File: src/rtl/rtc_ad_bus_ctrl.sv
// RTC multiplexed address/data bus controller with N_REQ requester channels.
// Define RTC_RR_ARB_EN for round-robin arbitration (default: fixed priority).
module rtc_ad_bus_ctrl #(
  parameter int DATA_W = 8,
  parameter int N_REQ  = 3,
  parameter int T_PH   = 4
) (
  input  logic                    clk,
  input  logic                    reset,
  input  logic [N_REQ-1:0]        req,
  input  logic [N_REQ-1:0]        req_we,
  input  logic [N_REQ*DATA_W-1:0] req_addr,
  input  logic [N_REQ*DATA_W-1:0] req_wdata,
  output logic [N_REQ-1:0]        ack,
  output logic [DATA_W-1:0]       rdata,
  output logic                    busy,
  output logic [DATA_W-1:0]       bus_dout,
  input  logic [DATA_W-1:0]       bus_din,
  output logic                    bus_oe,
  output logic                    cs_n,
  output logic                    ad_n,
  output logic                    rd_n,
  output logic                    wr_n
);

  localparam int IW = (N_REQ > 1) ? $clog2(N_REQ) : 1;
  localparam logic [7:0] RELOAD = 8'(T_PH - 1);

  typedef enum logic [2:0] {
    IDLE, ADDR, GAP, DATA, RECOV, DONE
  } state_t;

  state_t            state;
  logic [7:0]        cnt;
  logic              we_q;
  logic [DATA_W-1:0] addr_q;
  logic [DATA_W-1:0] wdata_q;
  logic [IW-1:0]     gnt_q;
  logic              gnt_any;
  logic [IW-1:0]     gnt_idx;

`ifdef RTC_RR_ARB_EN
  logic [IW-1:0] ptr;
  logic [IW-1:0] idx;

  // First requester at or after ptr, wrapping around.
  always_comb begin
    gnt_any = 1'b0;
    gnt_idx = '0;
    idx     = '0;
    for (int k = 0; k < N_REQ; k++) begin
      idx = IW'((int'(ptr) + k) % N_REQ);
      if (!gnt_any && req[idx]) begin
        gnt_any = 1'b1;
        gnt_idx = idx;
      end
    end
  end
`else
  always_comb begin
    gnt_any = 1'b0;
    gnt_idx = '0;
    for (int k = N_REQ - 1; k >= 0; k--) begin
      if (req[k]) begin
        gnt_any = 1'b1;
        gnt_idx = IW'(k);
      end
    end
  end
`endif

  assign busy = (state != IDLE);

  always_ff @(posedge clk) begin
    if (reset) begin
      state    <= IDLE;
      cnt      <= '0;
      we_q     <= 1'b0;
      addr_q   <= '0;
      wdata_q  <= '0;
      gnt_q    <= '0;
      cs_n     <= 1'b1;
      ad_n     <= 1'b1;
      rd_n     <= 1'b1;
      wr_n     <= 1'b1;
      bus_oe   <= 1'b0;
      bus_dout <= '0;
      ack      <= '0;
      rdata    <= '0;
`ifdef RTC_RR_ARB_EN
      ptr      <= '0;
`endif
    end else begin
      ack <= '0;
      unique case (state)
        IDLE: begin
          if (gnt_any) begin
            gnt_q    <= gnt_idx;
            we_q     <= req_we[gnt_idx];
            addr_q   <= req_addr[gnt_idx*DATA_W +: DATA_W];
            wdata_q  <= req_wdata[gnt_idx*DATA_W +: DATA_W];
            state    <= ADDR;
            cnt      <= RELOAD;
            cs_n     <= 1'b0;
            ad_n     <= 1'b0;
            wr_n     <= 1'b0;
            rd_n     <= 1'b1;
            bus_oe   <= 1'b1;
            bus_dout <= req_addr[gnt_idx*DATA_W +: DATA_W];
`ifdef RTC_RR_ARB_EN
            ptr      <= IW'((int'(gnt_idx) + 1) % N_REQ);
`endif
          end
        end
        ADDR: begin
          if (cnt == 8'd0) begin
            state <= GAP;
            cs_n  <= 1'b1;
            ad_n  <= 1'b1;
            wr_n  <= 1'b1;
          end else begin
            cnt <= cnt - 8'd1;
          end
        end
        GAP: begin
          state <= DATA;
          cnt   <= RELOAD;
          cs_n  <= 1'b0;
          if (we_q) begin
            wr_n     <= 1'b0;
            bus_dout <= wdata_q;
          end else begin
            rd_n     <= 1'b0;
            bus_oe   <= 1'b0;
            bus_dout <= addr_q;
          end
        end
        DATA: begin
          if (cnt == 8'd0) begin
            state  <= RECOV;
            cnt    <= RELOAD;
            cs_n   <= 1'b1;
            rd_n   <= 1'b1;
            wr_n   <= 1'b1;
            bus_oe <= 1'b0;
            if (!we_q) rdata <= bus_din;
          end else begin
            cnt <= cnt - 8'd1;
          end
        end
        RECOV: begin
          if (cnt == 8'd0) begin
            state      <= DONE;
            ack[gnt_q] <= 1'b1;
          end else begin
            cnt <= cnt - 8'd1;
          end
        end
        DONE:    state <= IDLE;
        default: state <= IDLE;
      endcase
    end
  end

endmodule

File: config.mk
export PLATFORM = sky130hd
export DESIGN_NAME = rtc_ad_bus_ctrl
export DESIGN_NICKNAME = d
export VERILOG_FILES = /design/src/rtl/rtc_ad_bus_ctrl.sv
export SDC_FILE = /design/constraint.sdc
export NUM_CORES = 1
export LEC_CHECK = 0
export ABC_AREA = 1
export CAP_MARGIN = 20
export CORE_UTILIZATION = 49
export CTS_CLUSTER_DIAMETER = 50
export CTS_CLUSTER_SIZE = 25
export DETAILED_ROUTE_END_ITERATION = 6
export PLACE_DENSITY = 0.85
export SLEW_MARGIN = 20
export SYNTH_ARGS = -nofsm -noshare
export SYNTH_HDL_FRONTEND = slang
export SYNTH_SLANG_ARGS = --single-unit
File: constraint.sdc
create_clock -name clk -period 2.9 [get_ports clk]
set_clock_uncertainty 0.2 [all_clocks]
set_input_delay 0.29 -clock clk [delete_from_list [all_inputs] [get_ports clk]]
set_output_delay 0.29 -clock clk [all_outputs]
set_load 0.03 [all_outputs]
==> Yosys cells after proc, flatten, opt, wreduce, memory -nomap -nowiden <==
Index checks and enable logic that the tools add are counted.
{ "word_totals": {"out_inout_bits": 25, "ff_bits": 54, "input_bits": 64, "wordCells": 89} }
{ "classes": {"eq_ne": 12, "n_mux": 33, "reduce_logical": 21, "n_lt_le_gt_ge": 3, "n_addsub": 1, "bitwise": 3, "n_shift": 2} }
{ "op_table": {"columns": ["cell", "count"], "rows": [
  ["$shiftx 24x6->8", 2],
  ["$mux 8", 5],
  ["$pmux 8 s4", 1],
  ["$pmux 8 s2", 1],
  ["$pmux 3 s5", 1],
  ["$ne 2x2->1 const B", 7],
  ["$mux 3", 4],
  ["$pmux 1 s3", 4],
  ["$reduce_and 3->1", 4],
  ["$reduce_and 4->1", 3],
  ["$mux 1", 11],
  ["$reduce_bool 3->1", 3],
  ["$logic_not 8->1", 1],
  ["$sub 8x1->8 const B", 1],
  ["$eq 3x2->1 const B", 2],
  ["$lt 2x3->1 const B", 2],
  ["$mux 2", 3],
  ["$reduce_and 2->1", 2],
  ["$reduce_bool 2->1", 2],
  ["$reduce_bool 4->1", 1],
  ["$reduce_or 2->1", 2],
  ["$eq 3x1->1 const B", 1],
  ["$eq 3x3->1 const B", 1],
  ["$logic_not 3->1", 1],
  ["other kinds (8)", 10]
]} }

==> Longest topological paths before layout <==
Gate-level depths: netlist (run 1).
{ "logic_depth": {"depth_word": 6, "depth_mapped": 11, "mapped_depth_nobuf": 11} }

==> Worst setup path after synthesis (run 1) <==
OpenSTA, ideal clock, no wires.
{ "synth_timing": {"path_type": "reg2reg", "start": "register cnt[0]", "end": "register rdata[5]", "n_path_buf": 1, "setup_time_ns": 0.119, "t_required_ns": 2.581, "setup_slack_ns": 1.151, "stages_incl_launch_ff": 11, "synth_period_minus_slack_ns": 1.749, "t_arrival_ns": 1.429, "cell_sequence": "dfxtp_1 -> inv_1 -> ha_1 -> nand2_1 -> nor2_2 -> nand2_1 -> inv_2 -> nand3_2 -> buf_2 -> o21ai_0 -> a21oi_1"} }
{ "synth_via": {"elab_chain_len": 2} }
{ "synth_lines": {"columns": ["item", "line", "rtl"], "rows": [
  ["start: declaration", "34", "logic [7:0] cnt;"],
  ["start signal: assignment", "122", "cnt <= cnt - 8'd1;"],
  ["start signal: assignment", "148", "cnt <= cnt - 8'd1;"],
  ["start signal: assignment", "156", "cnt <= cnt - 8'd1;"],
  ["$logic_not 8->1", "139", "if (cnt == 8'd0) begin"],
  ["$reduce_and 3->1 (no line)", null, null],
  ["end signal: assignment", "146", "if (!we_q) rdata <= bus_din;"],
  ["end: declaration", "15", "output logic [DATA_W-1:0] rdata,"]
]} }
No other way between the ends.
A chain may end at the register's enable or synchronous reset.

==> Worst setup path after layout (run 1) <==
{ "layout_timing": {"start": "register state[2]", "end": "output busy"} }
{ "layout_via": {"elab_chain_len": 1} }
{ "layout_lines": {"columns": ["item", "line", "rtl"], "rows": [
  ["start: declaration", "33", "state_t state;"],
  ["start signal: assignment", "76", "state <= IDLE;"],
  ["start signal: assignment", "102", "state <= ADDR;"],
  ["start signal: assignment", "117", "state <= GAP;"],
  ["$reduce_bool 3->1", "72", "assign busy = (state != IDLE);"],
  ["end: declaration", "16", "output logic busy,"]
]} }
No other way between the ends.

==> metrics, run 1 <==
status completed; post-synthesis sequential area ratio 0.400; CTS tree built; Post-CTS Hold Buffers 0; async set or reset register ratio after synthesis 0; mapped cell area 2710 um2; Power per Cell Area 883 nW/um2; area post-placement 3640 um2; Max Cap Violations 0; vias in the first global route 2787; Max rail drop VDD 0.000461 V; CTS buffer count 5; Yosys warnings 0; RSZ-0062 raised after global routing false; post-synth net total 446; crit end category output port; starting density of the core 0.520; Clock Latency Late Sink 310 ps; CP Buf/Inv Count 1; Vert. Die Dim 76.3 um; switching fraction of total power 0.449; Cell Int Power 0.00182 W; number of flops mapped to enable cells by yosys 0; number of fill cells 438; Synth cell types 29; Main synth FF type dfxtp_1; CTS resizes 0; final antenna diode count 0; Placeable Area 5200 um2; R2R cell count 9; layout cell share with drive strength beyond 1 0.0944; final hold vios 0; crit path max fanout 7; Comb power frac 0.516; die area 5820 um2; minimum clock period 2290 ps; Total Nets Final 530; WP data arrival 1800 ps; Worst-path clk slew 100 ps; Post-Route Setup TNS 0 ps; #FFs+latches synth 54; syn avg cell area 7.10 um2; Post-DP HPWL 5130 um; clk sinks 54; Final Cell Area 3740 um2; Slew Viols, Final 0; # setup viols final 0; Critical Path RT 2410 ps; width of the die 76.3 um; Reg power frac 0.351; Initial DRC Count 135; total vias in the final route 2824; FF-to-FF End rdata[3]; CTS root buffer clkbuf_8; WL final 6910 um; clock buffer depth 2; Routed Antenna Nets 0; row count 26; Via-to-Cell Ratio 5.27; Cells after Synth 381; static leakage 1.53 nW; Slowest-stage cell, CP clkdlybuf4s50_1; Setup crit start state[2]; overall routing resource usage 0.250; Worst path depth 3; WS Path Type reg2out; reg2reg start cnt[0]; clock network power share 0.134; crit path capture busy; synthesis-to-layout area growth 38.2%; PortBufs 88; CP max stage delay 690 ps; H-tree levels 2; first-pass GRT wire length 12000 um; worst slew pin tran 511 ps; normalized max-slew margin 0.659; CP Launch Type register; f_max 0.437 GHz; IO Pins 89; number of antenna violations at the first check in global routing 0; drt drc 0; RD Place Congestion 0.827; Psw 0.00148 W; delay-heaviest family, CP buffers and inverters; grt ovf 0; hold crit path type reg2reg; largest net degree at the start of global routing 30; period utilization 0.789; drt pass-1 iters 4; worst path cell trace nor2_4, nand2_4, clkdlybuf4s50_1; R2R setup slack 880 ps; buffer count from post-CTS setup fixing 0; average wire per cell in the routed design 12.9 um
==> kinds of logic (layout without fill, tap and decap cells) <==
| kind of cell | after synthesis | count (layout) | synth area share |
|---|---|---|---|
| simple gates | 146 | 146 | 0.256 |
| compound gates | 119 | 119 | 0.246 |
| buf+inv | 60 | 145 | 0.0907 |
| flops | 54 | 54 | 0.400 |
| fa+ha+maj | 1 | 1 | 0.00462 |
| xor+xnor | 1 | 1 | 0.00324 |
==> power groups by stage <==
stage	clock, W	combinational [W]	sequential, W
finish	0.000442	0.00170	0.00116
global route	0.000472	0.00188	0.00119
CTS	0.000447	0.00169	0.00115
detailed placement	0	0.00168	0.00116
global placement	0	0.00164	0.00116
floorplan	0	0.00104	0.00130
==> cells in the mapped netlist, types with 7 or more instances <==
cell type / count / area share
nand2_1: 77 / 0.11
dfxtp_1: 54 / 0.40
a21oi_1: 51 / 0.094
inv_1: 39 / 0.054
o21ai_0: 38 / 0.070
nor2_1: 28 / 0.039
o211ai_1: 17 / 0.047
nand3_1: 11 / 0.020
or2_2: 9 / 0.021
a31oi_1: 7 / 0.016
buf_2: 7 / 0.013
==> worst register-to-register path, stage by stage (launching register included) <==
cell,delay [ps]
dfxtp_1,330
inv_1,70
ha_1,180
nand2_1,80
nor2_2,140
nand2_1,160
inv_2,170
nand3_2,250
o21ai_0,260
a21oi_1,60
==> sequential cells by signal (all words and copies together) (netlist names), 2 cells and up <==
| name | flops |
|---|---|
| addr_q | 8 |
| bus_dout | 8 |
| cnt | 8 |
| rdata | 8 |
| wdata_q | 8 |
| ack | 3 |
| state | 3 |
| gnt_q | 2 |
==> layout make-up <==
type                            instances  area, um2  area share
Sequential cell                        54       1080       0.289
Multi-Input combinational cell        267       1380       0.369
Clock buffer                            6       82.6      0.0221
Inverter                               44        165      0.0442
Clock inverter                          2       12.5     0.00335
Timing Repair Buffer                   93        931       0.249
Tap cell                               70       87.6      0.0234
==> cells in the final DEF, fill, tap and decap left out, drive strengths merged <==
cell	synthesis	routed
clkinv	0	1
a31oi	7	7
or2	9	9
inv	44	44
ha	1	1
o211ai	17	17
nand4	2	2
clkbuf	5	6
nand2	80	80
buf	11	5
nor3	5	5
nand3	13	13
a21oi	52	52
nor2	37	37
dfxtp	54	54
clkinvlp	0	1
xor2	1	1
a22oi	1	1
clkdlybuf4s50	0	88
o21ai	42	42
==> metal layers <==
layer	GRT usage	wire, um	vias to the layer above	part of all wire
met5	0	0	-	0
met4	0.117	170	0	0.025
met3	0.0467	440	17	0.064
met2	0.438	3320	105	0.48
met1	0.295	2980	1272	0.43
li1	-	-	1430	-
==> worst min-delay path by stage <==
stage             start        to  slack (ps)  cells after the start
3_3_place_gp   rdata[7]  rdata[7]         230                      2
3_5_place_dp   rdata[6]  rdata[6]         230                      2
2_1_floorplan    cnt[0]    cnt[0]         220                      1
4_1_cts        rdata[5]  rdata[5]         250                      2
6_report       rdata[1]  rdata[1]         250                      2
5_1_grt            wr_n      wr_n         270                      2
==> per-stage QoR <==
stage	setup WS, ps	std cells	hold WS [ps]	power, W	utilization
after floorplan	1150	381	222	0.00234	-
after global placement	625	528	231	0.00280	0.700
after detailed placement	475	528	235	0.00284	0.700
after CTS	616	536	251	0.00329	0.718
after global routing	548	536	271	0.00354	0.718
final	612	536	249	0.00330	0.718
(Power assumes the default switching activity.)
==> run 2: changes to the inputs <==
--- a/config.mk
+++ b/config.mk
@@ -7,11 +7,11 @@
 export LEC_CHECK = 0
 export ABC_AREA = 1
 export CAP_MARGIN = 20
-export CORE_UTILIZATION = 49
+export CORE_UTILIZATION = 46
 export CTS_CLUSTER_DIAMETER = 50
 export CTS_CLUSTER_SIZE = 25
 export DETAILED_ROUTE_END_ITERATION = 6
-export PLACE_DENSITY = 0.85
+export PLACE_DENSITY = 0.8
 export SLEW_MARGIN = 20
 export SYNTH_ARGS = -nofsm -noshare
 export SYNTH_HDL_FRONTEND = slang
==> constraint.sdc (replaced) <==
create_clock -name clk -period 2.4 [get_ports clk]
set_clock_uncertainty 0.2 [all_clocks]
set_input_delay 0.24 -clock clk [delete_from_list [all_inputs] [get_ports clk]]
set_output_delay 0.24 -clock clk [all_outputs]
set_load 0.03 [all_outputs]
==> metrics, run 2 (synthesis gave the netlist of run 1 again) <==
status completed; Finished Layout Cells 540; IO Pins 89; average wire per cell in the routed design 12.6 um; normalized max-slew margin 0.741; Slew Viols, Final 0; Placed Cells 532; crit path max fanout 7; largest net degree at the start of global routing 27; Max Cap Violations 0; Post-DP HPWL 5170 um; CTS tree built; drt pass-1 iters 4; layout cell share with drive strength beyond 1 0.0962; grt ovf 0; clock buffer depth 2; reg2reg start cnt[0]; final core utilization 0.672; Power per Cell Area 1050 nW/um2; area post-placement 3660 um2; crit end category output port; FF+latch area 1080 um2; total vias in the final route 2766; static leakage 1.54 nW; commonest non-fill, non-tap cell in the layout clkdlybuf4s50_1; Vert. Die Dim 78.7 um; first-pass GRT wire length 11700 um; width of the die 78.7 um; number of antenna violations at the first check in global routing 0; Max rail drop VDD 0.000618 V; most frequent cells in the layout 88 x clkdlybuf4s50_1, 77 x nand2_1, 54 x dfxtp_1, 51 x a21oi_1, 39 x inv_1; FF-to-FF End rdata[0]; R2R setup slack 380 ps; drt drc 0; final antenna diode count 0; WP data arrival 1780 ps; CTS buffer count 5; Routed Antenna Nets 0; Worst-path clk slew 100 ps; worst path cell trace nor2_4, nand2_4, clkdlybuf4s50_1; Placeable Area 5570 um2; final setup margin 175 ps; overall routing resource usage 0.238; CTS resizes 0; buffer count from post-CTS setup fixing 0; H-tree levels 2; Critical Path RT 1960 ps; WL final 6820 um; period utilization 0.927; number of fill cells 500; PortBufs 88; area of the multi-input gates 1380 um2; CP max stage delay 690 ps; CP Launch Type register; startpoint of the worst hold path rdata[5]; WS Path Type reg2out; worst slew pin tran 384 ps; f_max 0.450 GHz; Clock Latency Late Sink 310 ps; hold crit path type reg2reg; Setup WS pre-CTS 234 ps; Post-CTS Hold Buffers 0; Slowest-stage cell, CP clkdlybuf4s50_1; die area 6190 um2; row count 27; final hold vios 0; hold path endpoint rdata[5]; Initial DRC Count 144; synthesis-to-layout area growth 38.5%; Post-Route Setup TNS 0 ps; Via-to-Cell Ratio 5.12; Total Nets Final 532; R2R cell count 9; starting density of the core 0.485; clk sinks 54; CTS root buffer clkbuf_8; RD Place Congestion 0.924; vias in the first global route 2590; # setup viols final 0; RSZ-0062 raised after global routing false; worst hold stages 2; Final Cell Area 3750 um2; minimum clock period 2220 ps
[run 2: cell types whose count changed in the layout (fill, tap and decap cells not counted)]
cell        before  now
buf_4            4    6
clkbuf_1         0    1
clkbuf_8         6    5
clkinv_4         0    1
clkinvlp_4       1    0
[run 2: critical path, delay by kind of cell (launching register included)]
family                 cells  cell delay, ps
buffers and inverters      1             690
DFF                        1             540
and+or+nand+nor            2             240
[run 2: layer usage]
layer	global-route usage	routed length (um)
met5	0	0
met4	0.0648	102
met3	0.0442	354
met2	0.416	3380
met1	0.296	2980
[run 2: power by group]
group	switching (W)	total, W	internal (W)
clock network	0.000292	0.000499	0.000206
registers	0.000199	0.00140	0.00120
logic	0.00127	0.00204	0.000766
total	0.00176	0.00394	0.00218
[run 2: worst max-delay path by stage]
stage	from	end	slack, ps	cells past startpoint
3_5_place_dp	req[1]	bus_dout[7]	230	8
5_1_grt	state[2]	busy	110	3
2_1_floorplan	cnt[0]	rdata[5]	650	10
6_report	state[2]	busy	180	3
3_3_place_gp	req[1]	bus_dout[7]	300	8
4_1_cts	state[2]	busy	170	3
[run 2: area by class of cell]
cell class,instances,share of cell area
multi-input cells,267,0.368
repair buffers,95,0.252
flip-flops and latches,54,0.288
clock buffers,6,0.0194
well taps,72,0.0240
inverters,44,0.0441
clock inverters,2,0.00367
[run 2: per-stage QoR]
| stage | hold slack [ps] | power (W) |
|---|---|---|
| 4_1_cts | 251 | 0.00394 |
| 5_1_grt | 269 | 0.00425 |
| 6_report | 247 | 0.00394 |
| 3_5_place_dp | 236 | 0.00344 |
| 2_1_floorplan | 212 | 0.00282 |
| 3_3_place_gp | 232 | 0.00339 |
